==> src/rtl/id_stage_pkg.sv <==
// Shared decode constants, imm-op encodings and buffer types for the decode stage.
// The immediate generator uses the same IMM_* encodings and opcode constants.
package id_stage_pkg;

  localparam int unsigned XLEN     = 32;
  localparam int unsigned REG_AW   = 5;
  localparam int unsigned IMM_OP_W = 3;
  localparam int unsigned OPC_W    = 7;
  // Low instruction bits the decoder looks at (opcode..rs2).
  localparam int unsigned DEC_IN_W = 25;

  localparam logic [IMM_OP_W-1:0] IMM_I  = 3'b000;
  localparam logic [IMM_OP_W-1:0] IMM_S  = 3'b001;
  localparam logic [IMM_OP_W-1:0] IMM_B  = 3'b010;
  localparam logic [IMM_OP_W-1:0] IMM_U  = 3'b011;
  localparam logic [IMM_OP_W-1:0] IMM_J  = 3'b100;
  localparam logic [IMM_OP_W-1:0] IMM_C  = 3'b101;
  localparam logic [IMM_OP_W-1:0] IMM_SH = 3'b110;

  localparam logic [OPC_W-1:0] OPC_OP_IMM = 7'b0010011;
  localparam logic [OPC_W-1:0] OPC_LOAD   = 7'b0000011;
  localparam logic [OPC_W-1:0] OPC_JALR   = 7'b1100111;
  localparam logic [OPC_W-1:0] OPC_OP     = 7'b0110011;
  localparam logic [OPC_W-1:0] OPC_STORE  = 7'b0100011;
  localparam logic [OPC_W-1:0] OPC_BRANCH = 7'b1100011;
  localparam logic [OPC_W-1:0] OPC_LUI    = 7'b0110111;
  localparam logic [OPC_W-1:0] OPC_AUIPC  = 7'b0010111;
  localparam logic [OPC_W-1:0] OPC_JAL    = 7'b1101111;
  localparam logic [OPC_W-1:0] OPC_SYSTEM = 7'b1110011;

  typedef enum logic [1:0] {
    ST_EMPTY = 2'd0,
    ST_ONE   = 2'd1,
    ST_TWO   = 2'd2
  } state_e;

  typedef struct packed {
    logic [IMM_OP_W-1:0] imm_op;
    logic [REG_AW-1:0]   rs1;
    logic [REG_AW-1:0]   rs2;
    logic [REG_AW-1:0]   rd;
    logic                rf_we;
    logic                illegal;
  } dec_t;

  typedef struct packed {
    logic [XLEN-1:0] instr;
    logic [XLEN-1:0] pc;
    dec_t            dec;
  } entry_t;

endpackage

==> src/rtl/insn_decoder.sv <==
// Combinational instruction decode: imm-op select, register indices, write enable.
// Unknown-opcode flagging is enabled by ID_ILLEGAL_CHECK_EN.
module insn_decoder
  import id_stage_pkg::*;
(
  input  logic [DEC_IN_W-1:0] instr_i,
  output dec_t                dec_o
);

  logic [OPC_W-1:0] opcode;
  logic [2:0]       funct3;

  assign opcode = instr_i[OPC_W-1:0];
  assign funct3 = instr_i[14:12];

  always_comb begin
    dec_o        = '0;
    dec_o.imm_op = IMM_I;
    dec_o.rs1    = instr_i[19:15];
    dec_o.rs2    = instr_i[24:20];
    dec_o.rd     = instr_i[11:7];
    case (opcode)
      OPC_OP_IMM: begin
        dec_o.imm_op = (funct3 == 3'b001 || funct3 == 3'b101) ? IMM_SH : IMM_I;
        dec_o.rf_we  = 1'b1;
      end
      OPC_LOAD, OPC_JALR, OPC_OP: dec_o.rf_we = 1'b1;
      OPC_STORE:  dec_o.imm_op = IMM_S;
      OPC_BRANCH: dec_o.imm_op = IMM_B;
      OPC_LUI, OPC_AUIPC: begin
        dec_o.imm_op = IMM_U;
        dec_o.rf_we  = 1'b1;
      end
      OPC_JAL: begin
        dec_o.imm_op = IMM_J;
        dec_o.rf_we  = 1'b1;
      end
      OPC_SYSTEM: begin
        dec_o.imm_op = funct3[2] ? IMM_C : IMM_I;
        dec_o.rf_we  = 1'b1;
      end
      default: begin
`ifdef ID_ILLEGAL_CHECK_EN
        dec_o.illegal = 1'b1;
`endif
      end
    endcase
    // x0 is never written.
    if (dec_o.rd == '0) dec_o.rf_we = 1'b0;
  end

endmodule

==> src/rtl/id_stage.sv <==
// Decode stage: 2-entry skid buffer (main + skid) holding instructions decoded at accept.
// Optional macro ID_ILLEGAL_CHECK_EN enables illegal-opcode flagging in the decoder.
module id_stage
  import id_stage_pkg::*;
(
  input  logic                clk_i,
  input  logic                rst_i,
  input  logic                if_valid_i,
  output logic                if_ready_o,
  input  logic [XLEN-1:0]     if_instr_i,
  input  logic [XLEN-1:0]     if_pc_i,
  input  logic                flush_i,
  output logic                id_valid_o,
  input  logic                id_ready_i,
  output logic [XLEN-1:0]     id_instr_o,
  output logic [XLEN-1:0]     id_pc_o,
  output logic [IMM_OP_W-1:0] id_imm_op_o,
  output logic [REG_AW-1:0]   id_rs1_o,
  output logic [REG_AW-1:0]   id_rs2_o,
  output logic [REG_AW-1:0]   id_rd_o,
  output logic                id_rf_we_o,
  output logic                id_illegal_o
);

  state_e state_q, state_d;
  entry_t main_q, main_d;
  entry_t skid_q, skid_d;
  logic   valid_q, valid_d;
  logic   ready_q, ready_d;

  dec_t   in_dec;
  entry_t in_entry;
  logic   accept;
  logic   xfer;

  insn_decoder u_dec (
    .instr_i (if_instr_i[DEC_IN_W-1:0]),
    .dec_o   (in_dec)
  );

  always_comb begin
    in_entry       = '0;
    in_entry.instr = if_instr_i;
    in_entry.pc    = if_pc_i;
    in_entry.dec   = in_dec;
  end

  assign accept = if_valid_i && ready_q;
  assign xfer   = valid_q && id_ready_i;

  // Next-state: flush wins over every handshake.
  always_comb begin
    state_d = state_q;
    main_d  = main_q;
    skid_d  = skid_q;
    if (flush_i) begin
      state_d = ST_EMPTY;
    end else begin
      case (state_q)
        ST_EMPTY: begin
          if (accept) begin
            main_d  = in_entry;
            state_d = ST_ONE;
          end
        end
        ST_ONE: begin
          if (accept && !xfer) begin
            skid_d  = in_entry;
            state_d = ST_TWO;
          end else if (xfer && !accept) begin
            state_d = ST_EMPTY;
          end else if (xfer && accept) begin
            main_d  = in_entry;
          end
        end
        ST_TWO: begin
          if (xfer) begin
            main_d  = skid_q;
            state_d = ST_ONE;
          end
        end
        default: state_d = ST_EMPTY;
      endcase
    end
    valid_d = (state_d != ST_EMPTY);
    ready_d = (state_d != ST_TWO);
  end

  always_ff @(posedge clk_i) begin
    if (rst_i) begin
      state_q <= ST_EMPTY;
      main_q  <= '0;
      skid_q  <= '0;
      valid_q <= 1'b0;
      ready_q <= 1'b1;
    end else begin
      state_q <= state_d;
      main_q  <= main_d;
      skid_q  <= skid_d;
      valid_q <= valid_d;
      ready_q <= ready_d;
    end
  end

  assign if_ready_o   = ready_q;
  assign id_valid_o   = valid_q;
  assign id_instr_o   = main_q.instr;
  assign id_pc_o      = main_q.pc;
  assign id_imm_op_o  = main_q.dec.imm_op;
  assign id_rs1_o     = main_q.dec.rs1;
  assign id_rs2_o     = main_q.dec.rs2;
  assign id_rd_o      = main_q.dec.rd;
  assign id_rf_we_o   = main_q.dec.rf_we;
  assign id_illegal_o = main_q.dec.illegal;

endmodule
==> config.mk <==
export PLATFORM = sky130hd
export DESIGN_NAME = id_stage
export DESIGN_NICKNAME = d
export VERILOG_FILES = /design/src/rtl/id_stage_pkg.sv /design/src/rtl/insn_decoder.sv /design/src/rtl/id_stage.sv
export SDC_FILE = /design/constraint.sdc
export NUM_CORES = 1
export LEC_CHECK = 0
export CAP_MARGIN = 40
export CORE_MARGIN = 3
export CORE_UTILIZATION = 35
export CTS_BUF_LIST = sky130_fd_sc_hd__clkbuf_4
export CTS_CLUSTER_DIAMETER = 120
export DETAILED_ROUTE_END_ITERATION = 10
export REMOVE_ABC_BUFFERS = 1
export SYNTH_ARGS = -nofsm -noshare
export SYNTH_HDL_FRONTEND = slang
export SYNTH_SLANG_ARGS = --single-unit
==> constraint.sdc <==
create_clock -name clk_i -period 1.7 [get_ports clk_i]
set_input_delay 0.255 -clock clk_i [delete_from_list [all_inputs] [get_ports clk_i]]
set_output_delay 0.255 -clock clk_i [all_outputs]
set_load 0.03 [all_outputs]
**Word level (Yosys, flattened, before mapping)**

Cells that the tools add are included.
W data, S select, Z words.

- Register bits: 171
- Input port bits: 69
- Output and inout bits: 86

- Eq/ne operators: 20
- Multiplexer cells: 17
- Bitwise logic cells: 1
- Reduce and logical (&&, ||, !) cells: 16

Operators by type and width:

| operator | number |
|---|---|
| $mux W84 | 5 |
| $pmux W84 S3 | 1 |
| $eq A7 B7 Y1 const B | 4 |
| $eq A7 B6 Y1 const B | 3 |
| $pmux W3 S6 | 1 |
| $eq A7 B5 Y1 const B | 2 |
| $ne A2 B2 Y1 const B | 6 |
| $mux W2 | 5 |
| $reduce_or A8 Y1 | 1 |
| $eq A7 B2 Y1 const B | 1 |
| $reduce_and A7 Y1 | 1 |
| $mux W3 | 2 |
| $pmux W2 S3 | 1 |
| $logic_and A1 B1 Y1 | 5 |
| $logic_not A5 Y1 | 1 |
| $eq A3 B1 Y1 const B | 1 |
| $eq A3 B3 Y1 const B | 1 |
| $reduce_and A3 Y1 | 1 |
| $reduce_bool A3 Y1 | 1 |
| $eq A2 B1 Y1 const B | 1 |
| $eq A2 B2 Y1 const B | 1 |
| $logic_not A1 Y1 | 2 |
| $logic_not A2 Y1 | 1 |
| $mux W1 | 2 |
| other kinds (4) | 4 |

**Depth between registers and ports, before layout**

- Depth after elaboration: 8
- Gate-level depth with buffers: 7

**Hierarchy**

Synthesis repeated with hierarchy kept, for this count alone.

- Cell total of the unflattened synthesis: 802
- Area, all modules: 6976.7 µm²

Modules (own cells, without submodules):

| module | times used | cells each | area an instance (µm²) | seq. area each (µm²) |
|---|---|---|---|---|
| id_stage | 1 | 762 | 6707.7 | 3443.3 |
| insn_decoder | 1 | 40 | 269.0 | 0.0 |

**Least setup slack after synthesis**

OpenSTA, ideal clock, no wires.

- Path type: reg-to-reg
- From: register ready_q (netlist: if_ready_o)
- To: register main_q (netlist bit id_instr_o[2])
- Library setup time: 0.134 ns
- Arrival: 1.609 ns
- Slack: -0.043 ns
- Stages on the path, launching flop included: 7
- Path buffers: 2
- Period minus slack after synthesis: 1.743 ns
- Cell sequence: dfxtp_1 nand3b_4 o211a_1 nor2_1 buf_2 buf_2 a311oi_1

- Word-level cells in the longest chain between the ends: 5
- Elaborated cells on any way between the ends: 10
- Those cells by class: eq/ne: 4; reduce/logical: 6

Ends and longest elaborated chain:

| item | line | source |
|---|---|---|
| start: declaration | id_stage.sv:29 | `logic ready_q, ready_d;` |
| start signal: assignment | id_stage.sv:101 | `ready_q <= ready_d;` |
| $logic_and A1 B1 Y1 * | id_stage.sv:48 | `assign accept = if_valid_i && ready_q;` |
| $logic_not A1 Y1 | id_stage.sv:70 | `end else if (xfer && !accept) begin` |
| $logic_and A1 B1 Y1 | id_stage.sv:70 |  |
| $ne A2 B2 Y1 (no line) | - |  |
| $reduce_and A7 Y1 (no line) * | - |  |
| end signal: assignment | id_stage.sv:98 | `main_q <= main_d;` |
| end: declaration | id_stage.sv:26 | `entry_t main_q, main_d;` |

Mark *: on every way between the ends. The rest lies on a longest branch, timed or not.
A chain may end at the register's enable or synchronous reset.

**Worst setup path after layout**

- From: register state_q[1]
- To: register main_q (netlist bit id_pc_o[7])

- Word-level cells in the longest chain between the ends: 3
- Elaborated cells on any way between the ends: 11
- Those cells by class: eq/ne: 7; mux: 1; reduce/logical: 3

Ends and longest elaborated chain:

| item | line | source |
|---|---|---|
| start: declaration | id_stage.sv:25 | `state_e state_q, state_d;` |
| start signal: assignment | id_stage.sv:97 | `state_q <= state_d;` |
| $eq A2 B1 Y1 (tied with other cells) | id_stage.sv:59 | `case (state_q)` |
| $ne A2 B2 Y1 (no line) or $reduce_bool A3 Y1 (tied branches) | - |  |
| $reduce_and A7 Y1 (no line) | - |  |

Several ways; a longest one is shown, not always the timed one.

==> results.md <==
* Status: completed
* Top cell type's share of synthesized area at 47.7%
* WL final at 18300 um
* Initial drt markers at between 400 and 500
* Min cycle time layout at 1.64 ns
* Clock Tree Root: clkbuf_4
* Netlist cell types at 35
* Setup TNS at 0 ns
* Syn Std Cell Area at ~6000 um^2
* DP HPWL at about 12000 um
* Max cap viols at 0
* Cell with the most instances after synthesis: nand2_1
* Required time worst endpoint at around 2.2 ns
* Period utilisation layout at 96.4%
* Maximum clock path buffer count at 2
* Largest net degree at the start of global routing at 61
* Ratio of cells with drive above 1 in the final layout at between 10% and 20%
* Synth Instances at 750
* Cell family with the largest share of critical-path delay: buffers and inverters
* Hold Violations, Final at 0
* Synth area leaders: dfxtp_1, nand2_1, a21oi_1
* Io pins at 155
* Crit path capture type: flop
* CTS buffer count at 17
* Die area at 18400 um^2
* Pwr Density at approximately 920 nW/um^2
* Final setup vio count at 0
* Skew final at 0.0159 ns
* Placed Instances at 1079
* Crit-path slowest cell: dfxtp_2
* RSZ-0062 raised after global routing: yes
* Gpl congestion at 0.792
* Tot GR Track Use at 19.3%
* Seq/Total Area, Yosys at 47.7%
* Max stage delay on crit path at 0.33 ns
* Crit path buffers/inverters at 4
* Pins Over Slew Limit at 0
* Syn_area_per_cell at 7.83 um^2
* Post-synth EDFFs at 0
* Worst VDD drop at 548 uV
* Async SR Flop Fraction at 0%
* Core ar. at 16200 um^2
* Yosys top cell by area: dfxtp_1
* Initial Util at between 30% and 40%
* CTS tree: done
* WP data arrival at 2.09 ns
* Leak at 3.23 nW
* PortBufs at between 150 and 200
* Vias in the first global route at about 5700
* Cells along the critical path: nand3b_4 -> buf_6 -> o211ai_1 -> buf_4 -> buf_12 -> buf_12 -> a21oi_1 -> a311oi_1
* WL/cell at between 15 and 20 um
* Die H at 136 um
* Synth Register Bits at 140
* Routed Antenna Nets at 0
* Chip width at 136 um
* Ys Warns at 0
* Final std cells w/o fill at between 1000 and 1500
* Fmax at 610 MHz
* Via density at 5.28
* CP Class: flop to flop
* Pre-CTS setup slack at -0.462 ns
* Synth-to-Final Area Change at 39.5%
* Min-delay worst type: primary input to flop
* Via count at slightly below 6000
* TritonRoute pass-1 iters at 6
* Worst Slack Setup Final at 0.0617 ns
* H-tree depth at 4
* Rows at 46
* DRC viols at 0
* # nets final at 958
* Worst skew pair latency at 0.55 ns
* Worst Setup Start Kind: flop
* CTS sink cnt at 140
* Synth Flop Type: dfxtp_1
* CTS clock-pin slew for the worst setup and hold paths at 0.12 ns
* Diode count at 0
* Grt ovf at 0
* Total power at roughly 7.6 mW
* Worst Path Max Fanout at 10
* Post-CTS Hold Buffers at 0
* Fill cells at 1551
* Synth top cells by count: nand2_1, dfxtp_1, a21oi_1
* Initial antenna violation count at 1
* First-pass GRT wire length at around 28000 um
* Most used cell, CP: buf_12
==> layout by cell type (no fill, tap or decap), drive strengths merged, types with 4 or more instances in the layout <==
master,synthesis,routed
nor2,11,11
clkdlybuf4s50,0,67
a21oi,132,132
nand2,261,261
a211oi,6,6
clkinv,0,6
a311oi,67,67
nor3,7,7
dfxtp,140,140
clkbuf,48,21
buf,38,52
dlygate4sd2,0,80
inv,8,8
clkdlybuf4s15,0,4
nand3,4,4
bufinv,0,6
==> what timing repair did <==
item | in CTS | in global routing
endpoints found under the hold margin | 0 | 0
setup endpoints to repair | 110 | 79
gates cloned | 1 | 3
buffers inserted | 1 | 2
pin swaps | 1 | 36
resized for setup | 90 | 20
==> sequential cells by signal (all words and copies together), names as in the netlist <==
signal	count
skid_q	68
id_instr_o	32
id_pc_o	32
id_imm_op_o	3
state_q	2
id_rf_we_o	1
id_valid_o	1
if_ready_o	1
==> logic make-up (layout without fill, tap and decap cells) <==
logic type,count (synthesis),count (layout),synth area share (%)
AND/OR/NAND/NOR,297,297,20.6
AO/OA/AOI/OAI,217,217,23.7
flip-flops,140,140,47.7
buffers and inverters,94,246,7.69
other,1,1,0.0639
multiplexers,1,1,0.171
==> metrics by stage <==
stage / utilization (%) / instance area (um^2) / hold slack (ns)
6_report: 50.6 / 8190 / 0.0964
3_3_place_gp: 48.0 / 7770 / 0.441
5_1_grt: 50.6 / 8190 / 0.0468
4_1_cts: 49.7 / 8040 / 0.0270
3_5_place_dp: 48.0 / 7770 / 0.447
2_1_floorplan: - / 5450 / 0.324
==> power breakdown <==
group | switching, mW | internal [mW] | leakage [nW]
Sequential | 0.0912 | 3.43 | 1.14
Clock | 1.19 | 1.46 | 0.189
Combinational | 0.822 | 0.573 | 1.90
Total | 2.10 | 5.46 | 3.23
==> routing by layer <==
layer	share of wire (%)	global-route usage, %	up-vias
met3	7.2	5.42	31
li1	-	-	2872
met4	1.7	7.73	2
met1	44	24.1	2777
met5	0.11	0	-
met2	47	31.6	221
==> area by class of cell <==
class                      instances  area, um^2  area share, %
clock buffer                      18         135           1.65
clock inverter                    14         224           2.73
inverter                           8        30.0          0.367
multi-input combinational        516        2680           32.7
sequential                       140        2810           34.3
tap                              216         270           3.30
timing repair buffer             206        2040           24.9
==> path summary, 6_finish.rpt <==
path         startpoint  slack [ns]  cells past startpoint          to
max reg2reg  state_q[1]        0.06                      8  id_pc_o[7]
min               rst_i         0.1                      2  skid_q[56]
min reg2reg  skid_q[33]        0.46                      2  skid_q[33]
max          state_q[1]        0.06                      8  id_pc_o[7]
(Power assumes the default switching activity.)
